===== config.mk =====
export PLATFORM = sky130hd
export DESIGN_NAME = dram_rd_ctrl
export DESIGN_NICKNAME = d
export VERILOG_FILES = /design/src/rtl/dram_rd_ctrl.sv
export SDC_FILE = /design/constraint.sdc
export NUM_CORES = 2
export LEC_CHECK = 0
export ABC_AREA = 0
export CAP_MARGIN = 20
export CORE_ASPECT_RATIO = 2
export CORE_UTILIZATION = 42
export DETAILED_ROUTE_END_ITERATION = 16
export PLACE_DENSITY = 0.66
export RECOVER_POWER = 50
export SLEW_MARGIN = 25
export SYNTH_ARGS = -nofsm -noshare
export SYNTH_HDL_FRONTEND = slang
export SYNTH_SLANG_ARGS = --single-unit

===== constraint.sdc =====
create_clock -name clk -period 3.3 [get_ports clk]
set_input_delay 0.66 -clock clk [delete_from_list [all_inputs] [get_ports clk]]
set_output_delay 0.66 -clock clk [all_outputs]
set_load 0.01 [all_outputs]

===== src/rtl/dram_rd_ctrl.sv =====
// Read-request controller: splits a byte-range read into batches of up to 8 DRAM lane reads
// and streams the returned bytes with ready/valid. Optional DRAM_RD_TIMEOUT_EN adds a WAIT timeout and sticky err.
module dram_rd_ctrl #(
  parameter int DRAM_LAT   = 22,
  parameter int LEN_W      = 16,
  parameter int TMO_CYCLES = 255
) (
  input  logic                 clk,
  input  logic                 reset,
  input  logic                 req_valid,
  output logic                 req_ready,
  input  logic [63:0]          req_addr,
  input  logic [LEN_W-1:0]     req_len,
  output logic                 out_valid,
  input  logic                 out_ready,
  output logic [7:0]           out_data,
  output logic                 out_last,
  output logic                 busy,
  output logic [7:0]           mem_en,
  output logic                 mem_rdwr,
  output logic [7:0][63:0]     mem_addr,
  output logic [7:0][7:0]      mem_data_in,
  input  logic [7:0][7:0]      mem_data_out,
  input  logic [7:0]           mem_valid
`ifdef DRAM_RD_TIMEOUT_EN
  ,output logic                err
`endif
);

  localparam int CNT_MAX = (TMO_CYCLES > DRAM_LAT) ? TMO_CYCLES : DRAM_LAT;
  localparam int CNT_W   = $clog2(CNT_MAX + 2);

  typedef enum logic [1:0] {IDLE, ISSUE, WAIT, DRAIN} state_e;

  state_e             state_q, state_d;
  logic [63:0]        addr_q, addr_d;
  logic [LEN_W-1:0]   rem_q, rem_d;
  logic [3:0]         n_q, n_d;
  logic [2:0]         k_q, k_d;
  logic [CNT_W-1:0]   cnt_q, cnt_d;
  logic [7:0][7:0]    buf_q, buf_d;
  logic [7:0][63:0]   maddr_q, maddr_d;
  logic [7:0]         lane_mask;
  logic               cap, tmo, last_lane;

  always_comb begin
    for (int i = 0; i < 8; i++) lane_mask[i] = (4'(i) < n_q);
  end

  // mem_valid is sticky from the previous batch, so it only counts once DRAM_LAT has elapsed
  assign cap = (state_q == WAIT) && (cnt_q >= CNT_W'(DRAM_LAT)) &&
               ((mem_valid & lane_mask) == lane_mask);
`ifdef DRAM_RD_TIMEOUT_EN
  logic err_q, err_d;
  assign tmo = (state_q == WAIT) && !cap && (cnt_q >= CNT_W'(TMO_CYCLES));
  assign err = err_q;
`else
  assign tmo = 1'b0;
`endif

  assign last_lane   = (4'(k_q) + 4'd1 == n_q);
  assign req_ready   = reset && (state_q == IDLE);
  assign busy        = (state_q != IDLE);
  assign mem_en      = (state_q == WAIT && !cap && !tmo) ? lane_mask : 8'h00;
  assign mem_rdwr    = reset;
  assign mem_addr    = maddr_q;
  assign mem_data_in = '0;
  assign out_valid   = (state_q == DRAIN);
  assign out_data    = out_valid ? buf_q[k_q] : 8'h00;
  assign out_last    = out_valid && last_lane && (rem_q == LEN_W'(n_q));

  always_comb begin
    state_d = state_q;
    addr_d  = addr_q;
    rem_d   = rem_q;
    n_d     = n_q;
    k_d     = k_q;
    cnt_d   = cnt_q;
    buf_d   = buf_q;
    maddr_d = maddr_q;
`ifdef DRAM_RD_TIMEOUT_EN
    err_d   = err_q;
`endif
    case (state_q)
      IDLE: if (req_valid && req_ready) begin
        addr_d = req_addr;
        rem_d  = req_len;
        if (req_len != '0) state_d = ISSUE;
      end
      ISSUE: begin
        n_d = (rem_q > LEN_W'(8)) ? 4'd8 : rem_q[3:0];
        for (int i = 0; i < 8; i++)
          maddr_d[i] = (4'(i) < n_d) ? addr_q + 64'(i) : 64'd0;
        cnt_d   = '0;
        k_d     = '0;
        state_d = WAIT;
      end
      WAIT: begin
        if (cnt_q != '1) cnt_d = cnt_q + 1'b1;
        if (cap) begin
          for (int i = 0; i < 8; i++)
            buf_d[i] = lane_mask[i] ? mem_data_out[i] : 8'h00;
          state_d = DRAIN;
        end else if (tmo) begin
`ifdef DRAM_RD_TIMEOUT_EN
          err_d = 1'b1;
`endif
          state_d = IDLE;
        end
      end
      DRAIN: if (out_ready) begin
        if (last_lane) begin
          rem_d   = rem_q - LEN_W'(n_q);
          addr_d  = addr_q + 64'(n_q);
          k_d     = '0;
          state_d = (rem_q == LEN_W'(n_q)) ? IDLE : ISSUE;
        end else begin
          k_d = k_q + 3'd1;
        end
      end
      default: state_d = IDLE;
    endcase
  end

  always_ff @(posedge clk or negedge reset) begin
    if (!reset) begin
      state_q <= IDLE;
      addr_q  <= '0;
      rem_q   <= '0;
      n_q     <= '0;
      k_q     <= '0;
      cnt_q   <= '0;
      buf_q   <= '0;
      maddr_q <= '0;
`ifdef DRAM_RD_TIMEOUT_EN
      err_q   <= 1'b0;
`endif
    end else begin
      state_q <= state_d;
      addr_q  <= addr_d;
      rem_q   <= rem_d;
      n_q     <= n_d;
      k_q     <= k_d;
      cnt_q   <= cnt_d;
      buf_q   <= buf_d;
      maddr_q <= maddr_d;
`ifdef DRAM_RD_TIMEOUT_EN
      err_q   <= err_d;
`endif
    end
  end

endmodule


# == Yosys cells after proc, flatten, opt, wreduce, memory -nomap -nowiden ==
# Index checks and enable logic that the tools add are counted.
# word_totals
reg_bits,674
latchBits,0
ramBits,0
mem_bits_ro,0
input_bits,156
out_inout_bits,597
elab_cells,127
memories,0
# classes
addsub,12
n_mul,0
n_div,0
order_cmp,19
n_eq_ne,13
shift,0
muxes,41
n_bitwise,1
reduce_logical,19
# op_table
cell,n
64-bit two-way mux,11
64-bit by 3-bit adder with 64-bit output (second input constant),4
64-bit by 2-bit adder with 64-bit output (second input constant),2
64-bit case mux with 2 select lines,1
8-bit two-way mux,11
64-bit by 1-bit adder with 64-bit output (second input constant),1
64-bit by 4-bit adder with 64-bit output,1
16-bit two-way mux,3
3-bit by 4-bit less-than comparator with 1-bit output (first input constant),8
16-bit case mux with 2 select lines,1
8-bit binary-select mux with 3-bit select,1
9-bit case mux with 2 select lines,1
16-bit by 4-bit == test with 1-bit output,1
16-bit by 4-bit > comparator with 1-bit output (second input constant),1
1-bit by 4-bit less-than comparator with 1-bit output (first input constant),4
2-bit by 4-bit less-than comparator with 1-bit output (first input constant),4
16-bit nonzero test,1
16-bit by 4-bit subtractor with 16-bit output,1
2-bit two-way mux,5
2-bit by 1-bit != test with 1-bit output (second input constant),5
9-bit by 1-bit adder with 9-bit output (second input constant),1
9-bit by 5-bit greater-or-equal comparator with 1-bit output (second input constant),1
9-bit two-way mux,1
9-bit != test (second input constant),1
21 further kinds,34

# == Longest topological paths before layout ==
# logic_depth
ltp_word,7
depth_mapped,11
ltp_nobuf,10

# == Worst setup path before layout ==
# No wires, ideal clock.
# synth_path
path_type,register -> output
start,register k_q[0]
end,output port out_data[0]
arrival_ns,2.146
required_time_ns,2.640
slack_ns,0.494
stages_incl_launch_ff,6
path_buffers,2
cell_sequence,dfrtp_1 -> buf_1 -> clkbuf_1 -> mux4_2 -> mux2i_1 -> nor2_1
# synth_via
elab_chain_cells,3
# synth_rtl
element,line_no,source
from (decl),39,"logic [2:0] k_q, k_d;"
from (signal assigned),143,k_q <= k_d;
8-bit binary-select mux with 3-bit select,69,assign out_data = out_valid ? buf_q[k_q] : 8'h00;
8-bit two-way mux (not written as such),69,
8-bit two-way mux,69,
to (decl),16,"output logic [7:0] out_data,"
# No other way between the ends. The select of a mux whose other input is x is not followed.

# == Final worst setup path ==
# layout_path
start,register n_q[2]
end,output port mem_en[4]
# layout_via
elab_chain_cells,7
word_cells_on_any_way,14
cone_classes,order compare: 8; eq/ne: 1; mux: 1; bitwise: 1; reduce/logical: 3
# layout_rtl
element,line_no,source
from (decl),38,"logic [3:0] n_q, n_d;"
from (signal assigned),142,n_q <= n_d;
1-bit by 4-bit less-than comparator with 1-bit output (tied with other cells),47,for (int i = 0; i < 8; i++) lane_mask[i] = (4'(i) < n_q);
8-bit bitwise AND,52,((mem_valid & lane_mask) == lane_mask);
8-bit == test,52,
1-bit logical AND,51,assign cap = (state_q == WAIT) && (cnt_q >= CNT_W'(DRAM_LAT)) &&
1-bit zero test,64,assign mem_en = (state_q == WAIT && !cap && !tmo) ? lane_mask : 8'h00;
1-bit logical AND,64,
8-bit two-way mux (*),64,
to (decl),19,"output logic [7:0] mem_en,"
# Mark *: on every way between the ends. The rest lies on a longest branch, timed or not.

==> results.ini <==
[floorplanning]
rows=151
io-pin-count=753
start_util_pct=42.46
die-area_sq_mm=0.08701
dieHeight_um=416.2
die_w_um=209.1
coreArea_sq_mm=0.08483

[finish]
fin_nets=4860
utilization_pct=58.43
design_area_sq_mm=0.04957
synthToLayoutAreaGrowth_pct=37.61
ff_latch_area_sq_mm=0.01687
drive_above_1_share_pct=16.02
multiInputGateArea_sq_mm=0.01757
nFillCells=7577

[yosys]
synth.most_common_cell=dfrtp_1
synthDistinctLibCells=87
synth-seq-cells=674
ys_seq_area_share_pct=46.83
syn_area_per_cell_sq_um=9.717
synth_area_sq_mm=0.03602
async_reset_ff_share_pct=100.0
yosys_warnings=0
synth_top_area_cell=dfrtp_1
ys.flop_type=dfrtp_1
syn_inst=3707
yosysTopAreaCellShare_pct=46.83
synth.area.top_cells=dfrtp_1, o2bb2ai_1, xnor2_1
synth-edff-count=0
yosys-top-cells-count=dfrtp_1, nand2_1, o2bb2ai_1

[pwr]
swShare_pct=44.55
p_seq_share_pct=30.5
power.internal_mw=27.59
power_density_mw_per_mm2=1004
p_leak_nw=20.22
comb_power_share_pct=54.3
p_clk_share_pct=15.2
ir_drop_uv=895.1
switchingPower_mw=22.16

[sta]
fin_skew_ns=0.03275
finalCritPeriodShare_pct=99.41
layout_min_cycle_time_ns=3.281
max_freq_ghz=0.3048
slew_viol_final=186
fin_setup_tns_ns=0
whs_ns=0.4742
rsz0062_at_grt=yes
worst_slack_ns=0.01949
tightest_slew_ns=1.714
finalHoldViolCount=0
setup_violations=0
max_slew_margin_pct=-14.26

[routing]
num_vias=35730
drt-initial-drc-count=3605
ant_nets=0
routed_wl_mm=197.6
vias_per_cell=6.159
dr.pass1.iters=6
wl_per_cell_um=34.05
drcViolationCount=0

[setup_path]
r2r_end=mem_addr[445]
r2r_cells=9
worst-path-max-fanout=4
cp.arrival_ns=2.62
crit_required_ns=2.64
reg2reg_slack_ns=0.07
crit_start=n_q[2]
crit_type=reg2out
startpoint_type=flop
end_kind=primary output
r2r_start=addr_q[18]

[clock_network]
h-tree-depth=2
cts_tree=yes
clock_path_buffers=3
cts.hold.buffers_added=0
path_clk_slew_ns=0.07
cts_root_buf=clkbuf_16
cts_num_sinks=674
clk_latency_ns=0.68
numCtsBuffers=61

[placed_design]
port_buffers=688
post-place-ws_ns=-0.3091
dp_hpwl_mm=151.5
gp_congestion=1.094
place_area_sq_mm=0.04721

[global_routing]
antenna_found_initial=6
grt_usage_pct=45.09
grt_pass1_wl_mm=274.4
grt-ovfl-total=0
first_global_vias=35540
grt_max_degree=179

[min_path]
holdPathEnd=buf_q[28]
min_path_cells=2
hold_path.class=reg2reg
hp-start=buf_q[28]

[flow_run]
drv_cap=4

[status]
status=finished with violations
violations=capacitance limit, slew limit

critical path: stages (launching register included):
cell	delay, ns
dfrtp_2	0.46
or2_4	0.29
buf_8	0.13
a21oi_2	0.12
a21oi_2	0.06
o41ai_2	0.40
buf_4	0.21
buf_6	0.11
a21oi_2	0.03
buf_2	0.14
kinds of logic after synthesis:
group,Yosys count,share of synthesized area [%]
other,1,0.01041
AO/OA/AOI/OAI,864,18.38
multiplexers,32,1.452
buffers and inverters,449,5.641
flip-flops,674,46.83
AND/OR/NAND/NOR,1237,16.41
XOR/XNOR,422,10.26
adder cells (fa/ha/maj),28,1.014
what timing repair did:
action / in CTS / in global routing
gates resized for setup: 58 / 22
setup endpoints to repair: 19 / 36
setup buffers: 12 / 10
pin swaps: 8 / 7
cloned: 1 / 0
flip-flops by register name, indices dropped and copies added, names as in the netlist:
| signal | cells |
|---|---|
| addr_q | 64 |
| buf_q | 64 |
| cnt_q | 9 |
| k_q | 3 |
| mem_addr | 512 |
| n_q | 4 |
| rem_q | 16 |
| state_q | 2 |
power groups by stage:
stage | Sequential, mW | Combinational (mW) | Clock (mW)
after floorplan | 15.1 | 12.0 | 0
after global placement | 15.1 | 26.5 | 0
after detailed placement | 15.2 | 26.8 | 0
after CTS | 15.1 | 27.0 | 7.60
after global routing | 15.4 | 28.3 | 7.86
final | 15.2 | 27.0 | 7.56
how the worst max path moves through the flow:
| stage | to | cells past startpoint |
|---|---|---|
| final | mem_en[4] | 9 |
| after detailed placement | mem_en[5] | 8 |
| after CTS | out_last | 6 |
| after global placement | mem_addr[168] | 8 |
| after global routing | mem_en[4] | 9 |
| after floorplan | out_data[0] | 5 |
cells in the final DEF (no fill, tap or decap), types with 25 or more instances in the layout:
cell             count
conb_1              64
o2bb2ai_1          427
a21oi_1             61
xor2_1             185
clkbuf_16           63
xnor2_1            236
dfrtp_1            671
nor2_1             201
buf_4              497
nand3_1            142
nand4_1             79
nor3_1              84
o21ai_0            149
dlygate4sd3_1      257
ha_1                25
buf_12              39
nand2_1            491
o31ai_1             44
inv_1               46
clkdlybuf4s50_1    414
nor4_1              37
or3_1               29
per-stage QoR:
step | cells | power, mW
after CTS | 5784 | 49.74
after global routing | 5799 | 51.62
after floorplan | 3770 | 27.14
after detailed placement | 5660 | 41.94
after global placement | 5659 | 41.64
final | 5802 | 49.75
cell type report:
| class | count | share of cell area (%) |
|---|---|---|
| timing repair buffer | 1240 | 23.28 |
| multi-input combinational | 2647 | 35.45 |
| tap | 1071 | 2.703 |
| antenna | 7 | 0.03534 |
| sequential | 674 | 34.03 |
| clock buffer | 81 | 3.478 |
| clock inverter | 30 | 0.6159 |
| inverter | 52 | 0.4089 |
per-layer routing:
layer	share of wire [%]	global-route usage [%]	up-vias
met5	0.011	0	-
met4	12	43.77	4
met3	7.7	9.364	621
met2	47	72.59	2201
met1	34	48.90	17850
li1	-	-	15060
Note: power is estimated with default switching activity, not from simulation.
